## src/rtl/csr_pkg.sv

```systemverilog
// Shared CSR bus widths and types for the arbiter slice.
// Imported by the interface, the round-robin picker and the top.
package csr_pkg;

  localparam int CSR_ADDR_W = 5;
  localparam int CSR_DATA_W = 8;

  typedef logic [CSR_ADDR_W-1:0] csr_addr_t;
  typedef logic [CSR_DATA_W-1:0] csr_data_t;
  typedef logic                  port_idx_t;

endpackage

```

## src/rtl/csr_arbiter_if.sv

```systemverilog
// CSR arbiter signal bundle: I2C slave side, two requesters, CSR bus.
// stall_cnt exists only when CSR_ARB_STATS_EN is defined.
interface csr_arbiter_if
  import csr_pkg::*;
#(
  parameter int ADDR_W = CSR_ADDR_W,
  parameter int DATA_W = CSR_DATA_W
);

  logic [ADDR_W-1:0] i2c_a;
  logic              i2c_we;
  logic [DATA_W-1:0] i2c_do;
  logic [DATA_W-1:0] i2c_di;

  logic [1:0]        req;
  logic [1:0]        we;
  logic [ADDR_W-1:0] a0;
  logic [ADDR_W-1:0] a1;
  logic [DATA_W-1:0] wd0;
  logic [DATA_W-1:0] wd1;
  logic [1:0]        gnt;
  logic [1:0]        ack;
  logic [DATA_W-1:0] rd0;
  logic [DATA_W-1:0] rd1;

  logic [ADDR_W-1:0] csr_a;
  logic              csr_we;
  logic [DATA_W-1:0] csr_do;
  logic [DATA_W-1:0] csr_di;

`ifdef CSR_ARB_STATS_EN
  logic [7:0]        stall_cnt;
`endif

  modport slave (
    input  i2c_a, i2c_we, i2c_do,
    input  req, we, a0, a1, wd0, wd1,
    input  csr_di,
    output i2c_di, gnt, ack, rd0, rd1,
`ifdef CSR_ARB_STATS_EN
    output stall_cnt,
`endif
    output csr_a, csr_we, csr_do
  );

  modport master (
    output i2c_a, i2c_we, i2c_do,
    output req, we, a0, a1, wd0, wd1,
    output csr_di,
    input  i2c_di, gnt, ack, rd0, rd1,
`ifdef CSR_ARB_STATS_EN
    input  stall_cnt,
`endif
    input  csr_a, csr_we, csr_do
  );

endinterface

```

## src/rtl/csr_arb_rr.sv

```systemverilog
// Two-way round-robin picker: one-hot winner from req and last grant.
// On contention the port that was not granted last wins.
module csr_arb_rr
  import csr_pkg::*;
(
  input  logic [1:0] req,
  input  port_idx_t  rr_last,
  output logic [1:0] win
);

  // Pick a single winner; ties go to the port other than rr_last.
  always_comb begin
    win = 2'b00;
    case (req)
      2'b01:   win = 2'b01;
      2'b10:   win = 2'b10;
      2'b11:   win = rr_last ? 2'b01 : 2'b10;
      default: win = 2'b00;
    endcase
  end

endmodule

```

## src/rtl/csr_arbiter.sv

```systemverilog
// Shares the CSR bus between the I2C slave and two requesters.
// Optional stall counter enabled by defining CSR_ARB_STATS_EN.
module csr_arbiter
  import csr_pkg::*;
#(
  parameter int ADDR_W = CSR_ADDR_W,
  parameter int DATA_W = CSR_DATA_W
)(
  input logic         clk,
  input logic         rst,
  csr_arbiter_if.slave bus
);

  logic              holdoff;
  port_idx_t         rr_last;
  logic [1:0]        win;
  logic [1:0]        gnt;
  logic [1:0]        ack;
  logic [DATA_W-1:0] rd0;
  logic [DATA_W-1:0] rd1;
  logic [DATA_W-1:0] shadow;
  logic [ADDR_W-1:0] mux_a;
  logic [DATA_W-1:0] mux_do;
  logic              mux_we;

  csr_arb_rr u_rr (
    .req     (bus.req),
    .rr_last (rr_last),
    .win     (win)
  );

  // I2C writes and the post-grant holdoff cycle both block grants.
  assign gnt = win & {2{~bus.i2c_we & ~holdoff}};

  // Granted port owns the bus; otherwise the I2C slave does.
  always_comb begin
    mux_a  = bus.i2c_a;
    mux_do = bus.i2c_do;
    mux_we = bus.i2c_we;
    unique case (1'b1)
      gnt[0]: begin
        mux_a  = bus.a0;
        mux_do = bus.wd0;
        mux_we = bus.we[0];
      end
      gnt[1]: begin
        mux_a  = bus.a1;
        mux_do = bus.wd1;
        mux_we = bus.we[1];
      end
      default: ;
    endcase
  end

  // Arbitration state, completion pulses, read data and I2C shadow.
  always_ff @(posedge clk) begin
    if (rst) begin
      holdoff <= 1'b0;
      rr_last <= 1'b1;
      ack     <= 2'b00;
      rd0     <= '0;
      rd1     <= '0;
      shadow  <= '0;
    end else begin
      holdoff <= |gnt;
      ack     <= gnt;
      if (|gnt)
        rr_last <= gnt[1];
      else
        shadow  <= bus.csr_di;
      if (gnt[0] && !bus.we[0])
        rd0 <= bus.csr_di;
      if (gnt[1] && !bus.we[1])
        rd1 <= bus.csr_di;
    end
  end

  assign bus.gnt    = gnt;
  assign bus.ack    = ack;
  assign bus.rd0    = rd0;
  assign bus.rd1    = rd1;
  assign bus.i2c_di = shadow;
  assign bus.csr_a  = mux_a;
  assign bus.csr_do = mux_do;
  assign bus.csr_we = mux_we;

`ifdef CSR_ARB_STATS_EN
  logic [7:0] stall_cnt;

  // Saturating count of cycles with a request waiting and no grant.
  always_ff @(posedge clk) begin
    if (rst)
      stall_cnt <= 8'd0;
    else if ((|bus.req) && !(|gnt) && stall_cnt != 8'hFF)
      stall_cnt <= stall_cnt + 8'd1;
  end

  assign bus.stall_cnt = stall_cnt;
`endif

endmodule

```

## src/flat_wrapper.sv

```systemverilog
// flat-port wrapper written by rule: the top's interface ports become plain ports
module csr_arbiter_flat import csr_pkg::*;
#(
  parameter int ADDR_W = CSR_ADDR_W,
  parameter int DATA_W = CSR_DATA_W
)
  (clk, rst, bus_i2c_a, bus_i2c_we, bus_i2c_do, bus_req, bus_we, bus_a0, bus_a1, bus_wd0, bus_wd1, bus_csr_di, bus_i2c_di, bus_gnt, bus_ack, bus_rd0, bus_rd1, bus_csr_a, bus_csr_we, bus_csr_do);
  csr_arbiter_if #(.ADDR_W(ADDR_W), .DATA_W(DATA_W)) bus_i ();
  input logic clk;
  input logic rst;
  input wire logic [$bits(bus_i.i2c_a)-1:0] bus_i2c_a;
  input wire logic [$bits(bus_i.i2c_we)-1:0] bus_i2c_we;
  input wire logic [$bits(bus_i.i2c_do)-1:0] bus_i2c_do;
  input wire logic [$bits(bus_i.req)-1:0] bus_req;
  input wire logic [$bits(bus_i.we)-1:0] bus_we;
  input wire logic [$bits(bus_i.a0)-1:0] bus_a0;
  input wire logic [$bits(bus_i.a1)-1:0] bus_a1;
  input wire logic [$bits(bus_i.wd0)-1:0] bus_wd0;
  input wire logic [$bits(bus_i.wd1)-1:0] bus_wd1;
  input wire logic [$bits(bus_i.csr_di)-1:0] bus_csr_di;
  output wire logic [$bits(bus_i.i2c_di)-1:0] bus_i2c_di;
  output wire logic [$bits(bus_i.gnt)-1:0] bus_gnt;
  output wire logic [$bits(bus_i.ack)-1:0] bus_ack;
  output wire logic [$bits(bus_i.rd0)-1:0] bus_rd0;
  output wire logic [$bits(bus_i.rd1)-1:0] bus_rd1;
  output wire logic [$bits(bus_i.csr_a)-1:0] bus_csr_a;
  output wire logic [$bits(bus_i.csr_we)-1:0] bus_csr_we;
  output wire logic [$bits(bus_i.csr_do)-1:0] bus_csr_do;
  assign bus_i.i2c_a = bus_i2c_a;
  assign bus_i.i2c_we = bus_i2c_we;
  assign bus_i.i2c_do = bus_i2c_do;
  assign bus_i.req = bus_req;
  assign bus_i.we = bus_we;
  assign bus_i.a0 = bus_a0;
  assign bus_i.a1 = bus_a1;
  assign bus_i.wd0 = bus_wd0;
  assign bus_i.wd1 = bus_wd1;
  assign bus_i.csr_di = bus_csr_di;
  assign bus_i2c_di = bus_i.i2c_di;
  assign bus_gnt = bus_i.gnt;
  assign bus_ack = bus_i.ack;
  assign bus_rd0 = bus_i.rd0;
  assign bus_rd1 = bus_i.rd1;
  assign bus_csr_a = bus_i.csr_a;
  assign bus_csr_we = bus_i.csr_we;
  assign bus_csr_do = bus_i.csr_do;
  csr_arbiter #(.ADDR_W(ADDR_W), .DATA_W(DATA_W)) u_core (.clk(clk), .rst(rst), .bus(bus_i));
endmodule
```

## config.mk

```make
export PLATFORM = sky130hd
export DESIGN_NAME = csr_arbiter_flat
export DESIGN_NICKNAME = d
export VERILOG_FILES = /design/src/rtl/csr_pkg.sv /design/src/rtl/csr_arbiter_if.sv /design/src/rtl/csr_arb_rr.sv /design/src/rtl/csr_arbiter.sv /design/src/flat_wrapper.sv
export SDC_FILE = /design/constraint.sdc
export NUM_CORES = 1
export LEC_CHECK = 0
export CORE_ASPECT_RATIO = 0.8
export CORE_MARGIN = 5
export CORE_UTILIZATION = 31
export DETAILED_ROUTE_END_ITERATION = 12
export GPL_ROUTABILITY_DRIVEN = 0
export GPL_TIMING_DRIVEN = 0
export PLACE_DENSITY = 0.75
export SLEW_MARGIN = 25
export SYNTH_ARGS = -nofsm -noshare
export SYNTH_HDL_FRONTEND = slang
export SYNTH_HIERARCHICAL = 1
export SYNTH_SLANG_ARGS = --single-unit
```

## constraint.sdc

```tcl
create_clock -name clk -period 1.62 [get_ports clk]
set_input_delay 0.243 -clock clk [delete_from_list [all_inputs] [get_ports clk]]
set_output_delay 0.243 -clock clk [all_outputs]
set_load 0.1 [all_outputs]
```

== Word level (Yosys, flattened, before mapping) ==
Cells that the tools add are included.

* Register bits: 28
* Latch bits: 0
* Memory bits (writable): 0
* Bits in read-only memories: 0
* Input bits: 54
* Output and inout bits: 42
* Word-level logic and storage cells: 23
* Memories kept: 0

* Add/subtract/negate cells: 0
* $mul: 0
* Divide/modulo/power cells: 0
* Order comparisons: 0
* Equality and inequality tests: 3
* Shift-type cells: 0
* Mux-type cells: 5
* Bitwise gates (word level): 4
* Reductions and logical operators: 5

{| class="wikitable"
|+ Operator list
! kind !! count
|-
| case mux 8 bit (2 select lines) || 1
|-
| case mux 5 bit (2 select lines) || 1
|-
| case mux 2 bit (3 select lines) || 1
|-
| == test 2 bit, second input constant || 2
|-
| AND 2 bit || 1
|-
| == test 2 x 1 -> 1 bit, second input constant || 1
|-
| logical AND 1 bit || 2
|-
| zero test 1 bit || 2
|-
| two-way mux 2 bit || 1
|-
| inverter 1 bit || 2
|-
| case mux 1 bit (2 select lines) || 1
|-
| OR reduction 2 bit || 1
|-
| AND 1 bit || 1
|}

== Depth between registers and ports, before layout ==
* Word-level depth: 4
* Mapped depth: 6
* Depth with buffers taken out: 5

== Cells and area by module ==
The synthesis kept the hierarchy.

{| class="wikitable"
|+ Modules (own cells, without submodules)
! module !! times used !! cells an instance !! area each (um^2) !! seq. area each (um^2)
|-
| csr_arbiter || 1 || 153 || 1,361.3 || 560.5
|-
| csr_arb_rr || 1 || 3 || 18.8 || 0.0
|}

== Worst setup path before layout ==
No wires, ideal clock.

* Path type: flip-flop to output port
* Start point: reg u_core.rr_last
* End point: out bus_csr_we
* Arrival time: 2.626 ns
* Required time: 1.377 ns
* Slack: -1.249 ns
* Stages on the path, launching flop included: 5
* Path through: dfxtp_1 a21boi_0 clkbuf_1 a22oi_1 o21bai_1

* Cells in the longest elaborated chain, start to end: 4

{| class="wikitable"
|+ Ends and longest elaborated chain
! what !! RTL line !! RTL
|-
| start, declared || csr_arbiter.sv:15 || <nowiki>port_idx_t rr_last;</nowiki>
|-
| start signal, assigned || csr_arbiter.sv:68 || <nowiki>rr_last <= gnt[1];</nowiki>
|-
| two-way mux 2 bit || csr_arb_rr.sv:17 || <nowiki>2'b11: win = rr_last ? 2'b01 : 2'b10;</nowiki>
|-
| case mux 2 bit (3 select lines) || csr_arb_rr.sv:14 || <nowiki>case (req)</nowiki>
|-
| via u_core.win[1] || csr_arbiter.sv:16 || <nowiki>logic [1:0] win;</nowiki>
|-
| AND 2 bit || csr_arbiter.sv:33 || <nowiki>assign gnt = win & {2{~bus.i2c_we & ~holdoff}};</nowiki>
|-
| case mux 1 bit (2 select lines) || csr_arbiter.sv:40 || <nowiki>unique case (1'b1)</nowiki>
|-
| end, declared || flat_wrapper.sv:27 || <nowiki>output wire logic [$bits(bus_i.csr_we)-1:0] bus_csr_we;</nowiki>
|}

The timed path passes the listed nets, and every way through them passes these cells.

== Worst setup path in the final report ==
* Start point: reg u_core.rr_last
* End point: out bus_csr_do[4]

* Cells in the longest elaborated chain, start to end: 4

{| class="wikitable"
|+ Ends and longest elaborated chain
! what !! RTL line !! RTL
|-
| two-way mux 2 bit || csr_arb_rr.sv:17 ||
|-
| case mux 2 bit (3 select lines) || csr_arb_rr.sv:14 ||
|-
| via u_core.win[0] || csr_arbiter.sv:16 ||
|-
| AND 2 bit || csr_arbiter.sv:33 ||
|-
| case mux 8 bit (2 select lines) || csr_arbiter.sv:40 ||
|-
| end, declared || flat_wrapper.sv:28 || <nowiki>output wire logic [$bits(bus_i.csr_do)-1:0] bus_csr_do;</nowiki>
|}

The timed path passes the listed nets, and every way through them passes these cells.

==> impl_metrics.tcl <==
set metrics [dict create \
    hold_buffers 0 \
    ys_ff_latch 28 \
    grt_max_degree 16 \
    synthesis.nets 210 \
    ys_types 27 \
    fin_crit_sh_pct 125 \
    cellLeakagePower_uw 0.00130 \
    cts.sinks 28 \
    reg2reg_setup_slack_ns -0.25 \
    p_switching_uw 1020 \
    max_freq_mhz 493 \
    critPathMaxStageDelay_ns 0.40 \
    status "finished, violations left" \
    final_antenna_net_count 0 \
    hold_class "in2reg" \
    path_cells "inv_4, a21boi_4, o21ai_4, clkbuf_16, a221o_4, buf_12" \
    clk_latency_ns 0.28 \
    cp.depth 6 \
    critical_path.slowest_cell "dfxtp_4" \
    die_y_um 69.7 \
    post-route-min-period_ns 2.03 \
    first_global_vias 1700 \
    placed_area_sq_mm 0.00254 \
    clock_power_share_pct 18.0 \
    multi_input_area_sq_mm 0.00101 \
    cts_buffers 3 \
    maxSlewHeadroom_pct 58.9 \
    syn_avg_cell_area_sq_um 8.85 \
    final_area_sq_mm 0.00320 \
    path_class "reg2out" \
    swShare_pct 41.3 \
    ioPinCount 96 \
    peakVddDrop_mv 0.475 \
    rsz0062_at_grt "yes" \
    worst_pin_slew_ns 0.616 \
    hold_path_end "u_core/bus.i2c_di[2]" \
    start_util_pct 32.4 \
    drive_gt1_share_pct 43.8 \
    end_kind "primary output" \
    p_comb_share_pct 52.0 \
    clk_path_buf_depth 2 \
    worst-path-max-fanout 5 \
    synth_area_leaders "dfxtp_1, a221o_1, nand2_1" \
    final_common_cell "clkdlybuf4s50_1" \
    synth_warnings 6 \
    worstHoldStart "rst" \
    cts_tree "done" \
    cts_max_level 1 \
    drv_slew 0 \
    area_growth_pct 132 \
    synth_area_sq_mm 0.00138 \
    post_drt_wl_per_cell_um 20.3 \
    final-seq-area_sq_um 568 \
    syn_inst 156 \
    coreArea_sq_mm 0.00426 \
    vias 1719 \
    fillCellCount 277 \
    total_power_uw 2480 \
    synth_area_leader_cell "dfxtp_1" \
    rows 21 \
    antenna_found_initial 0 \
    totalWireLength_um 6770 \
    diodes 0 \
    fin_util_pct 75.1 \
    viasPerCell 5.16 \
    dp_hpwl_um 3910 \
    finalWorstSetupSlack_ns -0.406 \
    dr.pass1.iters 4 \
    drtIter0Drc 74 \
    dieWidth_um 84.6 \
    drv_cap 0 \
    drc 0 \
    failed_checks "negative setup slack" \
    synth_top_area_share_pct 40.6 \
    grtUsageTotal_pct 18.9 \
    path_clk_slew_ns 0.09 \
    nNetsFinal 331 \
    worst_hold_slack_ns 0.429 \
    critical_path_arrival_ns 1.78 \
    rr_worst_depth 9 \
    clock-root-buffer "clkbuf_8" \
    r2r-start "u_core/rr_last" \
    crit_family "compound AO/OA/AOI/OAI gates" \
    setup_viol 32 \
    sequentialPowerShare_pct 30.0 \
    start_kind "flip-flop" \
    holdPathStages 3 \
    grt-ovfl-total 0 \
    final_cell_mix "clkdlybuf4s50_1, clkdlybuf4s15_2, dfxtp_1" \
    cp.buffers_inverters 3 \
    grt_pass1_wl_um 8770 \
    portBuffers 94 \
    finalHoldViolations 0 \
    ys_seq_area_share_pct 40.6 \
    die-area_sq_mm 0.00589 \
    internal-power_uw 1450 \
    required_ns 1.38 \
    regToRegEndpoint "u_core/bus.rd0[7]" \
    fin_skew_ns 0.00153 \
    p_per_area_mw_per_mm2 775 \
]
## metrics by stage
stage	setup slack (ns)	setup TNS, ns	cells
2_1_floorplan	-0.111	-0.111	156
3_3_place_gp	-1.65	-34.13	307
3_5_place_dp	-1.64	-34.38	307
4_1_cts	-0.345	-6.10	326
5_1_grt	-0.459	-11.07	333
6_report	-0.406	-9.24	333
## power groups by stage
stage	registers (uW)	logic (uW)	clock network, uW
after floorplan	961	523	0
after global placement	756	1030	0
final	742	1290	444
after global routing	747	1320	475
after CTS	738	1200	441
after detailed placement	757	1040	0
## synthesized netlist by cell type, drive strengths merged
cell	instances
inv	2
a211o	1
and2	1
a221o	13
dfxtp	28
buf	6
nor2b	1
nand2b	16
and3	13
a21oi	16
a21boi	2
o21a	1
clkbuf	5
nor4b	2
nor2	3
o21bai	1
mux2i	8
o21ai	1
or4b	2
nand2	33
a22oi	1
## routing by layer
metal  global-route usage [%]  vias up  wire length, um
met5                        0        -                0
met4                     7.91        0              189
met2                     34.8       64             3810
met3                     3.56       21              331
met1                     21.0      837             2440
li1                         -      797                -
## worst min-delay path: stages
cell and delay [ns]:
clkbuf_1 0.22, nand2b_1 0.15, mux2i_1 0.06
## how the worst max path moves through the flow
stage	end	from	slack (ns)
finish	bus_csr_do[4]	u_core/rr_last	-0.41
detailed placement	bus_csr_we	bus_req[1]	-1.64
global route	bus_csr_do[4]	u_core/rr_last	-0.46
global placement	bus_csr_we	bus_req[1]	-1.65
floorplan	bus_csr_we	u_core/rr_last	-0.11
CTS	bus_csr_a[4]	u_core/rr_last	-0.35
## state kept, by name (all words and copies together), names as in the netlist
| name | cells |
|---|---|
| u_core/bus.i2c_di | 8 |
| u_core/bus.rd0 | 8 |
| u_core/bus.rd1 | 8 |
| u_core/bus.ack | 2 |
| u_core/holdoff | 1 |
| u_core/rr_last | 1 |
## layout make-up
class	instances	area share [%]
repair buffers	116	42.8
multi-input cells	115	31.6
flip-flops and latches	28	17.8
plain buffers	11	3.37
well taps	57	2.23
clock buffers	4	1.72
inverters	2	0.470
## timing repair
action	CTS	global route
pin swaps	5	20
setup endpoints to repair	58	32
gates resized for setup	244	42
setup buffers	14	8
cloned	1	1
## cells by family (layout without fill, tap and decap cells)
group                  count (synthesis)  count (layout)  share of synthesized area, %
and+or+nand+nor                       71              71                          29.2
AOI/OAI and AO/OA                     36              36                          19.2
DFF                                   28              28                          40.6
buffers and inverters                 13             133                          5.17
muxes                                  8               8                          5.80
Note: power is estimated with default switching activity, not from simulation.
